<file path="src/rtl/led_bar_controller_if.sv">
// Front-panel bus for the LED bar sequencer.
// master: panel controls (start/stop/load/load_val/mode) out, status in.
// slave : the sequencer; counter_out/running/tick/done out, controls in.
interface led_bar_controller_if;
    logic       start;
    logic       stop;
    logic       load;
    logic [4:0] load_val;
    logic [1:0] mode;
    logic [4:0] counter_out;
    logic       running;
    logic       tick;
    logic       done;

    modport master (
        output start, stop, load, load_val, mode,
        input  counter_out, running, tick, done
    );

    modport slave (
        input  start, stop, load, load_val, mode,
        output counter_out, running, tick, done
    );
endinterface

</file>
<file path="src/rtl/led_bar_controller.sv">
// Level sequencer for the 16-LED thermometer bar (up/down/bounce/fill).
// Ports: clk, rst (sync, active-high), bar (slave modport of the bus).
module led_bar_controller #(
    parameter int TICK_DIV  = 50_000_000,
    parameter int MAX_LEVEL = 16
) (
    input  logic                 clk,
    input  logic                 rst,
    led_bar_controller_if.slave  bar
);

    localparam int PW = $clog2(TICK_DIV);
    localparam logic [PW-1:0] PRE_LAST = PW'(TICK_DIV - 1);
    localparam logic [4:0]    MAX      = 5'(MAX_LEVEL);

    typedef enum logic [1:0] {
        S_STOP = 2'd0,
        S_UP   = 2'd1,
        S_DOWN = 2'd2
    } state_t;

    state_t        state_q, state_d;
    logic [4:0]    cnt_q, cnt_d;
    logic [PW-1:0] pre_q, pre_d;
    logic [1:0]    mode_q, mode_d;
    logic          running_q;
    logic          tick_q, tick_d;
    logic          done_q, done_d;

    always_comb begin
        state_d = state_q;
        cnt_d   = cnt_q;
        pre_d   = pre_q;
        mode_d  = mode_q;
        tick_d  = 1'b0;
        done_d  = 1'b0;
        if (bar.load) begin
            cnt_d = (bar.load_val > MAX) ? MAX : bar.load_val;
            pre_d = '0;
        end else if (bar.stop) begin
            // A stop pulse also masks a coincident start while idle.
            state_d = S_STOP;
            pre_d   = '0;
        end else if (bar.start && state_q == S_STOP) begin
            mode_d  = bar.mode;
            pre_d   = '0;
            state_d = (bar.mode == 2'b01) ? S_DOWN : S_UP;
        end else if (state_q != S_STOP) begin
            if (pre_q == PRE_LAST) begin
                pre_d  = '0;
                tick_d = 1'b1;
                unique case (mode_q)
                    2'b00: cnt_d = (cnt_q >= MAX) ? 5'd0 : cnt_q + 5'd1;
                    2'b01: cnt_d = (cnt_q == 5'd0) ? MAX : cnt_q - 5'd1;
                    2'b10: begin
                        if (state_q == S_UP) begin
                            // Already at the top: turn around immediately.
                            if (cnt_q >= MAX) begin
                                cnt_d   = MAX - 5'd1;
                                state_d = S_DOWN;
                            end else begin
                                cnt_d = cnt_q + 5'd1;
                                if (cnt_q + 5'd1 == MAX)
                                    state_d = S_DOWN;
                            end
                        end else begin
                            if (cnt_q == 5'd0) begin
                                cnt_d   = 5'd1;
                                state_d = S_UP;
                            end else begin
                                cnt_d = cnt_q - 5'd1;
                                if (cnt_q == 5'd1)
                                    state_d = S_UP;
                            end
                        end
                    end
                    2'b11: begin
                        // A fill started at the top restarts from empty.
                        if (cnt_q >= MAX) begin
                            cnt_d = 5'd0;
                        end else begin
                            cnt_d = cnt_q + 5'd1;
                            if (cnt_q + 5'd1 == MAX) begin
                                state_d = S_STOP;
                                done_d  = 1'b1;
                            end
                        end
                    end
                endcase
            end else begin
                pre_d = pre_q + PW'(1);
            end
        end
    end

    always_ff @(posedge clk) begin
        if (rst) begin
            state_q   <= S_STOP;
            cnt_q     <= 5'd0;
            pre_q     <= '0;
            mode_q    <= 2'b00;
            running_q <= 1'b0;
            tick_q    <= 1'b0;
            done_q    <= 1'b0;
        end else begin
            state_q   <= state_d;
            cnt_q     <= cnt_d;
            pre_q     <= pre_d;
            mode_q    <= mode_d;
            running_q <= (state_d != S_STOP);
            tick_q    <= tick_d;
            done_q    <= done_d;
        end
    end

    assign bar.counter_out = cnt_q;
    assign bar.running     = running_q;
    assign bar.tick        = tick_q;
    assign bar.done        = done_q;

endmodule
</file>
<file path="src/flat_wrapper.sv">
// flat-port wrapper written by rule: the top's interface ports become plain ports
module led_bar_controller_flat 
#(
    parameter int TICK_DIV  = 50_000_000,
    parameter int MAX_LEVEL = 16
)
  (clk, rst, bar_start, bar_stop, bar_load, bar_load_val, bar_mode, bar_counter_out, bar_running, bar_tick, bar_done);
  led_bar_controller_if bar_i ();
  input  logic clk;
  input  logic rst;
  input wire logic [$bits(bar_i.start)-1:0] bar_start;
  input wire logic [$bits(bar_i.stop)-1:0] bar_stop;
  input wire logic [$bits(bar_i.load)-1:0] bar_load;
  input wire logic [$bits(bar_i.load_val)-1:0] bar_load_val;
  input wire logic [$bits(bar_i.mode)-1:0] bar_mode;
  output wire logic [$bits(bar_i.counter_out)-1:0] bar_counter_out;
  output wire logic [$bits(bar_i.running)-1:0] bar_running;
  output wire logic [$bits(bar_i.tick)-1:0] bar_tick;
  output wire logic [$bits(bar_i.done)-1:0] bar_done;
  assign bar_i.start = bar_start;
  assign bar_i.stop = bar_stop;
  assign bar_i.load = bar_load;
  assign bar_i.load_val = bar_load_val;
  assign bar_i.mode = bar_mode;
  assign bar_counter_out = bar_i.counter_out;
  assign bar_running = bar_i.running;
  assign bar_tick = bar_i.tick;
  assign bar_done = bar_i.done;
  led_bar_controller #(.TICK_DIV(TICK_DIV), .MAX_LEVEL(MAX_LEVEL)) u_core (.clk(clk), .rst(rst), .bar(bar_i));
endmodule
</file>
<file path="config.mk">
export PLATFORM = sky130hd
export DESIGN_NAME = led_bar_controller_flat
export DESIGN_NICKNAME = d
export VERILOG_FILES = /design/src/rtl/led_bar_controller_if.sv /design/src/rtl/led_bar_controller.sv /design/src/flat_wrapper.sv
export SDC_FILE = /design/constraint.sdc
export NUM_CORES = 1
export LEC_CHECK = 0
export BUFFER_PORTS_ARGS = -buffer_cell sky130_fd_sc_hd__buf_4
export CORE_MARGIN = 5
export CORE_UTILIZATION = 45
export CTS_BUF_LIST = sky130_fd_sc_hd__clkbuf_4
export DETAILED_ROUTE_END_ITERATION = 10
export GPL_TIMING_DRIVEN = 0
export HOLD_SLACK_MARGIN = 0.08
export PLACE_DENSITY = 0.68
export RECOVER_POWER = 100
export SETUP_SLACK_MARGIN = 0.15
export SLEW_MARGIN = 20
export SYNTH_ARGS = -nofsm -noshare
export SYNTH_HDL_FRONTEND = slang
export SYNTH_SLANG_ARGS = --single-unit
</file>
<file path="constraint.sdc">
create_clock -name clk -period 2 [get_ports clk]
set_input_delay 0.1 -clock clk [delete_from_list [all_inputs] [get_ports clk]]
set_output_delay 0.1 -clock clk [all_outputs]
set_load 0.01 [all_outputs]
</file>
== Yosys cells after proc, flatten, opt, wreduce, memory -nomap -nowiden ==
Cells that the tools add are included.

* Register bits: 38
* Input bits: 12
* Output and inout port bits: 8
* Word-level logic and storage cells: 70

* $add $sub $neg: 3
* Magnitude comparators: 2
* Eq/ne operators: 10
* Multiplexer cells: 29
* Bitwise logic cells: 5
* Reduce and logical (&&, ||, !) cells: 14

{| class="wikitable"
|+ Operators with widths
! kind !! number
|-
| 5-bit two-way mux || 11
|-
| 26-bit by 1-bit adder with 26-bit output, second input constant || 1
|-
| 26-bit == test, second input constant || 1
|-
| 2-bit two-way mux || 13
|-
| 26-bit two-way mux || 1
|-
| 5-bit one-hot mux with 3 select lines || 1
|-
| 2-bit nonzero test || 4
|-
| 8-bit OR reduction || 1
|-
| 2-bit by 1-bit == test with 1-bit output, second input constant || 3
|-
| 5-bit by 1-bit adder with 5-bit output, second input constant || 1
|-
| 5-bit by 1-bit == test with 1-bit output, second input constant || 1
|-
| 5-bit == test, second input constant || 1
|-
| 5-bit greater-or-equal comparator, second input constant || 1
|-
| 5-bit > comparator, second input constant || 1
|-
| 5-bit zero test || 1
|-
| 1-bit inverter || 5
|-
| 5-bit OR reduction || 1
|-
| 5-bit by 1-bit subtractor with 5-bit output, second input constant || 1
|-
| 2-bit == test, second input constant || 2
|-
| 2-bit zero test || 2
|-
| 2-bit one-hot mux with 2 select lines || 1
|-
| 4-bit AND reduction || 1
|-
| 4-bit OR reduction || 1
|-
| 3-bit AND reduction || 1
|-
| 5 further kinds || 6
|}

== Depth between registers and ports, before layout ==
Gate-level depths: netlist (run 1).

* Depth after elaboration: 12
* Mapped depth: 8
* Gate-level depth less buffers: 8

== Least setup slack after synthesis (run 1) ==
Ideal clock, no wire load.

* Path kind: register to register
* From: register u_core.pre_q[0]
* To: register u_core.running_q, in the netlist u_core.bar.running
* Setup time: 127 ps
* Data arrival time: 1833 ps
* Data required time: 1873 ps
* Path slack: 40 ps
* Cell stages (with the launch flop): 8
* Buffers on the path: 0
* Clock period less this slack: 1960 ps
* Cell sequence: dfxtp_1 ha_1 o211ai_1 or2_1 nor3_2 a31oi_1 a211o_1 or3b_1

* Word-level cells in the longest chain between the ends: 7

{| class="wikitable"
|+ Ends and longest elaborated chain
! item !! line !! RTL
|-
| start: declaration || led_bar_controller.sv:24 || <nowiki>logic [PW-1:0] pre_q, pre_d;</nowiki>
|-
| start signal: assignment || led_bar_controller.sv:108 || <nowiki>pre_q <= pre_d;</nowiki>
|-
| 26-bit == test || led_bar_controller.sv:49 || <nowiki>if (pre_q == PRE_LAST) begin</nowiki>
|-
| 2-bit two-way mux || led_bar_controller.sv:49 ||
|-
| 2-bit two-way mux || led_bar_controller.sv:48 || <nowiki>end else if (state_q != S_STOP) begin</nowiki>
|-
| 2-bit two-way mux || led_bar_controller.sv:44 || <nowiki>end else if (bar.start && state_q == S_STOP) begin</nowiki>
|-
| 2-bit two-way mux || led_bar_controller.sv:40 || <nowiki>end else if (bar.stop) begin</nowiki>
|-
| 2-bit two-way mux || led_bar_controller.sv:37 || <nowiki>if (bar.load) begin</nowiki>
|-
| 2-bit nonzero test || led_bar_controller.sv:110 || <nowiki>running_q <= (state_d != S_STOP);</nowiki>
|-
| end signal: assignment || led_bar_controller.sv:110 ||
|-
| end: declaration || led_bar_controller.sv:26 || <nowiki>logic running_q;</nowiki>
|}

No other way between the ends.
A chain may end at the register's enable or synchronous reset.

== Worst setup path after layout (run 1) ==
* From: register u_core.cnt_q[4], in the netlist u_core.bar.counter_out[4]
* To: register u_core.running_q, in the netlist u_core.bar.running

* Word-level cells in the longest chain between the ends: 12
* Elaborated cells between the ends (all ways): 19
* Classes of those cells: add/sub (1); order compare (1); eq/ne (2); mux (13); reduce/logical (2)

{| class="wikitable"
|+ Ends and longest elaborated chain
! item !! line !! RTL
|-
| start: declaration || led_bar_controller.sv:23 || <nowiki>logic [4:0] cnt_q, cnt_d;</nowiki>
|-
| start signal: assignment || led_bar_controller.sv:107 || <nowiki>cnt_q <= cnt_d;</nowiki>
|-
| 5-bit by 1-bit adder with 5-bit output || led_bar_controller.sv:63, led_bar_controller.sv:83 ||
|-
| 5-bit == test || led_bar_controller.sv:63, led_bar_controller.sv:83 ||
|-
| 2-bit two-way mux || led_bar_controller.sv:63 || <nowiki>if (cnt_q + 5'd1 == MAX)</nowiki>
|-
| 2-bit two-way mux || led_bar_controller.sv:58 || <nowiki>if (cnt_q >= MAX) begin</nowiki>
|-
| 2-bit two-way mux || led_bar_controller.sv:56 || <nowiki>if (state_q == S_UP) begin</nowiki>
|-
| 2-bit one-hot mux with 2 select lines * || led_bar_controller.sv:52 || <nowiki>unique case (mode_q)</nowiki>
|-
| 2-bit two-way mux * || led_bar_controller.sv:49 ||
|-
| 2-bit two-way mux * || led_bar_controller.sv:48 ||
|-
| 2-bit two-way mux * || led_bar_controller.sv:44 ||
|-
| 2-bit two-way mux * || led_bar_controller.sv:40 ||
|-
| 2-bit two-way mux * || led_bar_controller.sv:37 ||
|-
| 2-bit nonzero test * || led_bar_controller.sv:110 ||
|}

Every way passes the cells marked *; elsewhere a longest branch is shown, timed or not.

==> results of run 1 <==
## cell type report
class | count | area, sq um
Fill cell | 404 | 1850
Multi-Input combinational cell | 201 | 1470
Sequential cell | 38 | 795
Timing Repair Buffer | 44 | 325
Buffer | 11 | 90.1
Tap cell | 54 | 67.6
Inverter | 10 | 42.5
Clock buffer | 5 | 37.5
Clock inverter | 3 | 16.3
## worst min path at each step
stage	startpoint	end	slack, ns	cells past startpoint
after floorplan	bar_mode[0]	u_core.mode_q[0]$_SDFFE_PP0P_	0.24	2
final	bar_load_val[1]	u_core.bar.counter_out[1]$_SDFFE_PP0P_	0.11	3
after global routing	bar_load_val[1]	u_core.bar.counter_out[1]$_SDFFE_PP0P_	0.12	3
after detailed placement	bar_mode[1]	u_core.mode_q[1]$_SDFFE_PP0P_	0.35	3
after CTS	bar_load_val[1]	u_core.bar.counter_out[1]$_SDFFE_PP0P_	0.1	3
after global placement	bar_mode[1]	u_core.mode_q[1]$_SDFFE_PP0P_	0.35	3
## routing by layer
layer	global-route usage	vias up	routed length [microns]
li1	-	1032	-
met1	0.225	936	2380
met2	0.265	53	2330
met3	0.0363	4	296
met4	0.0498	0	51
met5	0	-	0
## worst reg2reg max path: cells and delay by family (launching register included)
kind            cells  cell delay (ns)
flops               1             0.35
simple gates        3             0.85
buf+inv             1             0.14
compound gates      2             0.32
mux                 1             0.19
## registers in the layout, indices dropped and copies added (netlist names)
signal,flops
u_core.state_q,2
u_core.bar.tick,1
u_core.bar.running,1
u_core.bar.counter_out,5
u_core.pre_q,26
u_core.bar.done,1
u_core.mode_q,2
## power groups by stage
stage,sequential [mW],clock (mW),combinational [mW]
after CTS,0.778,0.409,0.206
after detailed placement,0.795,0,0.184
after global placement,0.795,0,0.185
after global routing,0.778,0.446,0.260
after floorplan,0.796,0,0.125
final,0.776,0.398,0.238
## placed cells by master, fill, tap and decap left out, types with 3 or more instances in the layout
cell	n
clkbuf_1	6
nand4_1	5
nand3_1	3
a31oi_1	3
dfxtp_1	21
nor2_1	38
ha_4	3
ha_1	5
and3_1	3
a211oi_1	3
nand3_2	3
a21oi_1	15
nor3_1	7
clkbuf_2	4
clkbuf_4	6
buf_6	4
or3_1	5
xnor2_1	12
buf_4	34
inv_1	8
mux2i_1	3
o211ai_1	3
dfxtp_2	12
dlygate4sd3_1	5
nand2_1	18
xor2_1	14
a221oi_1	3
o21ai_0	11
dfxtp_4	5
## timing repair
item / 4_1_cts / 5_1_grt
setup buffers: 7 / 14
resized for setup: 22 / 47
pin swaps: 4 / 19
endpoints found under the hold margin: 4 / 0
setup endpoints to repair: 30 / 35
hold buffers: 5 / 0
## cell families (layout without fill, tap and decap cells)
logic type	count (synthesis)	in the layout	synth area share
compound gates	52	52	0.154
xor+xnor	26	26	0.106
fa+ha+maj	8	8	0.0464
simple gates	111	111	0.280
flops	38	38	0.353
buf+inv	21	73	0.0429
mux	4	4	0.0191
==> summary.md, run 1 <==
| Metric | Value |
|---|---|
| Final non-filler cell total | 366 |
| Synth unique cells | 51 |
| Diode count | 0 |
| IO Pins | 20 |
| Syn Area/Cell | 8.30 sq um |
| WL per Instance | 13.8 microns |
| Post-route ant nets | 0 |
| Fmax | 0.509 GHz |
| Clk sinks | 38 |
| All-layer global routing usage | 0.166 |
| Clock H-tree levels | 2 |
| Root buffer cell | clkbuf_4 |
| CP bufs+invs | 1 |
| CTS Buffer Depth | 2 |
| Final nets | 331 |
| Syn nets | 280 |
| Fin Setup TNS | 0 ns |
| First-pass GRT wire length | 8420 microns |
| Synth top area cells | dfxtp_1, nor2_1, xor2_1 |
| Switching fraction of total power | 0.282 |
| Slowest cell delay on critical path | 0.36 ns |
| Clock power share | 0.282 |
| Setup slack, reg-to-reg | 0.03 ns |
| Total number of vias | 2025 |
| Initial core utilization | 0.460 |
| Worst Setup SP | u_core.bar.counter_out[4]$_SDFFE_PP0P_ |
| Sequential area share after synthesis | 0.353 |
| Max VDD drop | 269 uV |
| DR iter-0 viols | 80 |
| Synth warn | 0 |
| HP Class | primary input to flop |
| Post-synth top area share | 0.353 |
| Static Leak | 1.06 nW |
| CTS tree | yes |
| Design area | 2850 sq um |
| # rows | 25 |
| PwrDens | 496 nW/um^2 |
| 1st-pass router iterations | 5 |
| Fraction of layout cells with a size suffix above 1 | 0.324 |
| CP max-delay cell | or3b_1 |
| Via-to-Cell Ratio | 5.53 |
| Worst Path Required | 2.22 ns |
| Largest net degree at the start of global routing | 13 |
| Critical Path AT | 2.19 ns |
| Vias in the first global route | 1858 |
| Antenna violations before repair | 0 |
| Area grow syn2layout | 32.0% |
| Tmin final | 1.97 ns |
| Rel. slew slack | 0.659 |
| Max Cap Viol | 0 |
| Die Y | 79.2 microns |
| Final Routed Wirelength | 5060 microns |
| Critical path cell sequence | buf_6 > nand4b_1 > nor3_2 > mux2_4 > a31oi_1 > a211o_1 > or3b_1 |
| Post-synth top area cell | dfxtp_1 |
| # port buffers | 18 |
| Reg2Reg Depth | 7 |
| Slew Limit Fails | 0 |
| Internal | 1.01 mW |
| Worst r2r dst | u_core.bar.running$_SDFF_PP0_ |
| Final setup viols | 0 |
| RSZ-0062 raised after global routing | true |
| Post-Syn Area | 2160 sq um |
| Clk_skew | 0.0213 ns |
| Power share of the sequential group | 0.550 |
| CP Capture Point | u_core.bar.running$_SDFF_PP0_ |
| Post-synth top cells | dfxtp_1, nor2_1, nand2_1 |
| Cell area after placement | 2380 sq um |
| Die area | 6280 sq um |
| Crit path max fanout | 10 |
| Clk slew on worst S/H paths | 0.13 ns |
| Reg-to-reg startpoint | u_core.bar.counter_out[4]$_SDFFE_PP0P_ |
| HPWL after detailed placement | 3360 microns |
| Power share of the combinational group | 0.169 |
| Clock Latency Late Sink | 0.35 ns |
| Crit. path cell count | 7 |
| Share of flip-flops with an asynchronous set or reset | 0 |
| NetSw | 0.399 mW |
| Slew @ Worst Pin | 0.511 ns |
| Outcome | finished, final reports clean |
| Die X | 79.2 microns |
| Placed Instances | 332 |
| Post-synth EDFFs | 0 |
| Fin util | 0.607 |
| Top delay family on crit path | simple AND/OR/NAND/NOR gates |
| Top FF cell, synth | dfxtp_1 |
| Pre-CTS setup slack | -0.106 ns |
| Mapped Cells | 260 |
| Endpoint class of the critical path | flop |
| Setup CP Type | flop to flop |
| Design Power | 1.41 mW |
| DRC violations left | 0 |
| Final GP Congestion | 0.909 |
| Hold_ws | 0.108 ns |
| Final hold viol count | 0 |
| CORE AREA | 4690 sq um |
| CTS Buf Count | 5 |
| Period utilisation layout | 0.983 |
| CP Launch Type | flop |
| Total gr overflow | 0 |
| Worst Slack Setup Final | 0.0348 ns |
| Yosys reg bits | 38 |
No activity file was read; power rests on OpenSTA's default activity.
==> run 2: changes to the inputs <==
- CORE_MARGIN: 5 -> 2
==> summary.md, run 2 (synthesis results as in run 1) <==
| Metric | Value |
|---|---|
| Die Y | 73.2 microns |
| Clock H-tree levels | 2 |
| Hold_ws | 0.118 ns |
| Rel. slew slack | 0.665 |
| Fmax | 0.502 GHz |
| # rows | 25 |
| GR Util met3 | 0.0483 |
| Clk_skew | 0.0133 ns |
| Largest register FFs | 26 |
| Via-to-Cell Ratio | 5.55 |
| # fillers | 412 |
| Clk sinks | 38 |
| Period utilisation layout | 0.995 |
| Worst hold path cell count | 3 |
| Fin Setup TNS | 0 ns |
| Fin util | 0.601 |
| Grt met2 use | 0.308 |
| Final non-filler cell total | 359 |
| DR iter-0 viols | 159 |
| Reg-to-reg startpoint | u_core.bar.counter_out[0]$_SDFFE_PP0P_ |
| Final Routed Wirelength | 5130 microns |
| Cell area after placement | 2380 sq um |
| Multi-input logic area | 1460 sq um |
| 1st-pass router iterations | 4 |
| Slew Limit Fails | 0 |
| Reg area | 791 sq um |
| # port buffers | 18 |
| All-layer global routing usage | 0.200 |
| Total gr overflow | 0 |
| HPWL after detailed placement | 3450 microns |
| Diode count | 0 |
| Largest net degree at the start of global routing | 12 |
| Worst r2r dst | u_core.bar.running$_SDFF_PP0_ |
| Root buffer cell | clkbuf_4 |
| Slew @ Worst Pin | 0.502 ns |
| Fraction of layout cells with a size suffix above 1 | 0.295 |
| Outcome | finished, final reports clean |
| Crit path max fanout | 6 |
| RSZ-0062 raised after global routing | true |
| Setup CP Type | flop to flop |
| HP Class | primary input to flop |
| Pre-CTS setup slack | -0.102 ns |
| Placed Instances | 332 |
| Tmin final | 1.99 ns |
| Setup slack, reg-to-reg | 0.01 ns |
| IO Pins | 20 |
| CTS Buffer Depth | 2 |
| Design area | 2800 sq um |
| Worst Setup SP | u_core.bar.counter_out[0]$_SDFFE_PP0P_ |
| Commonest non-fill, non-tap cell in the layout | nor2_1 |
| Most flops, register | u_core.pre_q |
| Endpoint class of the critical path | flop |
| Reg2Reg Depth | 7 |
| Total number of vias | 1994 |
| Area grow syn2layout | 29.8% |
| Most frequent cells in the layout | nor2_1, buf_4, dfxtp_1 |
| Final setup viols | 0 |
| CTS Buf Count | 5 |
| Clk slew on worst S/H paths | 0.12 ns |
| Vias in the first global route | 1833 |
| Clock Latency Late Sink | 0.34 ns |
| CTS tree | yes |
| Worst Path Required | 2.22 ns |
| Final hold viol count | 0 |
| GR peak layer | met2 |
| Antenna violations before repair | 0 |
| Final nets | 325 |
| DRC violations left | 0 |
| Critical Path AT | 2.21 ns |
| Die area | 5360 sq um |
| Post-route ant nets | 0 |
| Design Power | 1.52 mW |
| Max Cap Viol | 0 |
| PwrDens | 544 nW/um^2 |
| Static Leak | 1.05 nW |
| Final GP Congestion | 0.916 |
| Max VDD drop | 290 uV |
| Met1 Usage GRT | 0.271 |
| First-pass GRT wire length | 8340 microns |
| WL per Instance | 14.3 microns |
| Worst Slack Setup Final | 0.00955 ns |
| Die X | 73.2 microns |
| Initial core utilization | 0.463 |
| CP Capture Point | u_core.bar.running$_SDFF_PP0_ |
| CP Launch Type | flop |
| CORE AREA | 4660 sq um |
-- run 2: cell count changes in the layout (fill, tap and decap cells not counted), moves of 2 or more --
| cell | previous run | this run |
|---|---|---|
| a221oi_2 | 0 | 2 |
| inv_6 | 0 | 2 |
| inv_4 | 2 | 0 |
| clkbuf_2 | 4 | 1 |
| a221oi_1 | 3 | 1 |
| buf_4 | 34 | 32 |
| and3_1 | 3 | 5 |
| and3_4 | 2 | 0 |
-- run 2: timing repair --
action,CTS,global route
hold buffers,5,0
setup endpoints to repair,30,32
hold endpoints to repair,4,0
buffers inserted,6,9
resized for setup,22,41
gates cloned,0,0
pin swaps,7,19
-- run 2: worst max-delay path, cell delays in order, from the launching register on --
cell and delay (ns):
dfxtp_4 0.44, ha_4 0.16, nand4b_1 0.13, nor3_2 0.22
mux2_4 0.18, a31oi_1 0.08, a211o_1 0.29, or3b_1 0.37
-- run 2: area by class of cell --
| class | count | share of cell area |
|---|---|---|
| flip-flops and latches | 38 | 0.282 |
| clock buffers | 5 | 0.0134 |
| inverters | 10 | 0.0170 |
| plain buffers | 11 | 0.0290 |
| multi-input cells | 201 | 0.522 |
| well taps | 54 | 0.0241 |
| repair buffers | 38 | 0.0996 |
| clock inverters | 2 | 0.0121 |
-- run 2: how the worst min path moves through the flow --
| stage | startpoint | slack [ns] | end |
|---|---|---|---|
| floorplan | bar_mode[0] | 0.24 | u_core.mode_q[0]$_SDFFE_PP0P_ |
| global placement | bar_mode[1] | 0.35 | u_core.mode_q[1]$_SDFFE_PP0P_ |
| detailed placement | bar_mode[1] | 0.35 | u_core.mode_q[1]$_SDFFE_PP0P_ |
| CTS | bar_load | 0.11 | u_core.bar.tick$_SDFF_PP0_ |
| global route | bar_load | 0.12 | u_core.bar.tick$_SDFF_PP0_ |
| finish | bar_load | 0.12 | u_core.bar.tick$_SDFF_PP0_ |
-- run 2: per-layer routing --
layer,routed length (microns),part of all wire
met1,2440,0.48
met5,0,0
met3,243,0.047
met2,2350,0.46
met4,95,0.019
-- run 2: power breakdown --
group	internal, mW	switching (mW)
combinational	0.113	0.121
clock	0.253	0.258
sequential	0.764	0.0137
==> run 3: changes to the inputs <==
- ABC_CLOCK_PERIOD_IN_PS: not set -> 2000
- CELL_PAD_IN_SITES_DETAIL_PLACEMENT: not set -> 1
- CELL_PAD_IN_SITES_GLOBAL_PLACEMENT: not set -> 2
- CORE_UTILIZATION: 45 -> 33
- PLACE_DENSITY: 0.68 -> 0.79
==> summary.md, run 3 (synthesis results as in run 1) <==
| Metric | Value |
|---|---|
| Slew Limit Fails | 0 |
| Cell area after placement | 2410 sq um |
| Clock H-tree levels | 2 |
| Final nets | 341 |
| CP bufs+invs | 0 |
| Max Cap Viol | 0 |
| CP Capture Point | u_core.bar.running$_SDFF_PP0_ |
| PwrDens | 533 nW/um^2 |
| Design area | 3210 sq um |
| Commonest non-fill, non-tap cell in the layout | buf_4 |
| Final hold viol count | 0 |
| Vias in the first global route | 2061 |
| Initial core utilization | 0.340 |
| Fin Setup TNS | 0 ns |
| Most flops, register | u_core.pre_q |
| Diode count | 0 |
| Worst hold path cell count | 3 |
| Via-to-Cell Ratio | 5.32 |
| Reg-to-reg startpoint | u_core.bar.counter_out[1]$_SDFFE_PP0P_ |
| IO Pins | 20 |
| RSZ-0062 raised after global routing | true |
| Total gr overflow | 0 |
| Largest net degree at the start of global routing | 13 |
| First-pass GRT wire length | 10200 microns |
| Tmin final | 2.00 ns |
| Clk sinks | 38 |
| Total number of vias | 2122 |
| Max VDD drop | 244 uV |
| Worst Path Required | 2.25 ns |
| 1st-pass router iterations | 4 |
| Clock Latency Late Sink | 0.35 ns |
| Fmax | 0.501 GHz |
| Die Y | 84.9 microns |
| CTS Buf Count | 5 |
| Worst Setup SP | u_core.bar.counter_out[1]$_SDFFE_PP0P_ |
| Rel. slew slack | 0.563 |
| Clk_skew | 0.0143 ns |
| # port buffers | 18 |
| Period utilisation layout | 0.998 |
| Clk slew on worst S/H paths | 0.13 ns |
| Most frequent cells in the layout | buf_4, nor2_1, dfxtp_1 |
| Top delay family on crit path | simple AND/OR/NAND/NOR gates |
| Crit. path cell count | 7 |
| Die area | 7200 sq um |
| Root buffer cell | clkbuf_4 |
| HP Class | primary input to flop |
| Critical path cell sequence | ha_4 > nand4b_1 > nor3_2 > mux2_4 > a31oi_1 > a211o_1 > or3b_1 |
| Worst r2r dst | u_core.bar.running$_SDFF_PP0_ |
| Final GP Congestion | 0.843 |
| Final Routed Wirelength | 6750 microns |
| Antenna violations before repair | 0 |
| CP max-delay cell | dfxtp_4 |
| Slowest cell delay on critical path | 0.43 ns |
| All-layer global routing usage | 0.176 |
| Endpoint class of the critical path | flop |
| Setup CP Type | flop to flop |
| HPWL after detailed placement | 4160 microns |
| Reg2Reg Depth | 7 |
| Setup slack, reg-to-reg | 0.004 ns |
| # rows | 29 |
| Largest register FFs | 26 |
| Final setup viols | 0 |
| Fraction of layout cells with a size suffix above 1 | 0.416 |
| CTS tree | yes |
| Critical Path AT | 2.25 ns |
| Area grow syn2layout | 48.8% |
| Post-route ant nets | 0 |
| CORE AREA | 6350 sq um |
| DR iter-0 viols | 79 |
| DRC violations left | 0 |
| WL per Instance | 16.9 microns |
| Crit path max fanout | 5 |
| Die X | 84.9 microns |
| CP Launch Type | flop |
| Static Leak | 1.18 nW |
| Outcome | finished, final reports clean |
| Slew @ Worst Pin | 0.656 ns |
| CTS Buffer Depth | 2 |
-- run 3: worst register-to-register path: stages, from the launching register on --
cell and delay (ns):
dfxtp_4 0.43, ha_4 0.16, nand4b_1 0.14, nor3_2 0.24, mux2_4 0.20, a31oi_1 0.08, a211o_1 0.30, or3b_1 0.36
-- run 3: metrics by stage --
stage / setup WS [ns] / total power, mW / utilization / cells / hold WS, ns
6_report: 0.00365 / 1.71 / 0.505 / 399 / 0.107
5_1_grt: -0.0594 / 1.78 / 0.505 / 399 / 0.123
4_1_cts: 0.0288 / 1.69 / 0.439 / 379 / 0.0942
3_5_place_dp: -0.170 / 0.990 / 0.379 / 355 / 0.353
3_3_place_gp: -0.165 / 0.989 / 0.379 / 355 / 0.351
2_1_floorplan: 0.132 / 0.921 / - / 260 / 0.244
-- run 3: final cells by class --
| cell class | count | area [sq um] |
|---|---|---|
| fillers | 728 | 3140 |
| multi-input cells | 201 | 1620 |
| flip-flops and latches | 38 | 798 |
| repair buffers | 54 | 447 |
| plain buffers | 11 | 100 |
| well taps | 77 | 96.3 |
| clock inverters | 3 | 63.8 |
| inverters | 10 | 45.0 |
| clock buffers | 5 | 37.5 |
-- run 3: repair_timing --
action / CTS / global route
setup endpoints to repair: 32 / 30
pin swaps: 10 / 29
hold buffers: 4 / 0
endpoints found under the hold margin: 4 / 0
gates resized for setup: 37 / 72
cloned: 0 / 2
buffers inserted: 12 / 18
-- run 3: worst min path at each step --
| stage | slack (ns) | to | start |
|---|---|---|---|
| 4_1_cts | 0.09 | u_core.bar.tick$_SDFF_PP0_ | bar_load |
| 6_report | 0.11 | u_core.bar.tick$_SDFF_PP0_ | bar_load |
| 5_1_grt | 0.12 | u_core.bar.tick$_SDFF_PP0_ | bar_load |
| 3_3_place_gp | 0.35 | u_core.mode_q[1]$_SDFFE_PP0P_ | bar_mode[1] |
| 3_5_place_dp | 0.35 | u_core.mode_q[1]$_SDFFE_PP0P_ | bar_mode[1] |
| 2_1_floorplan | 0.24 | u_core.mode_q[0]$_SDFFE_PP0P_ | bar_mode[0] |
-- run 3: where the power goes --
group          leakage (nW)  switching (mW)  total, mW  internal (mW)
sequential            0.318          0.0136      0.775          0.761
clock                0.0528           0.279      0.664          0.385
combinational         0.805           0.142      0.272          0.131
total                  1.18           0.434       1.71           1.28
-- run 3: metal layers --
metal | track usage | share of wire | vias to the layer above
li1 | - | - | 1040
met1 | 0.238 | 0.48 | 1050
met2 | 0.293 | 0.49 | 28
met3 | 0.0282 | 0.031 | 4
met4 | 0.0433 | 0.0074 | 0
met5 | 0 | 0 | -
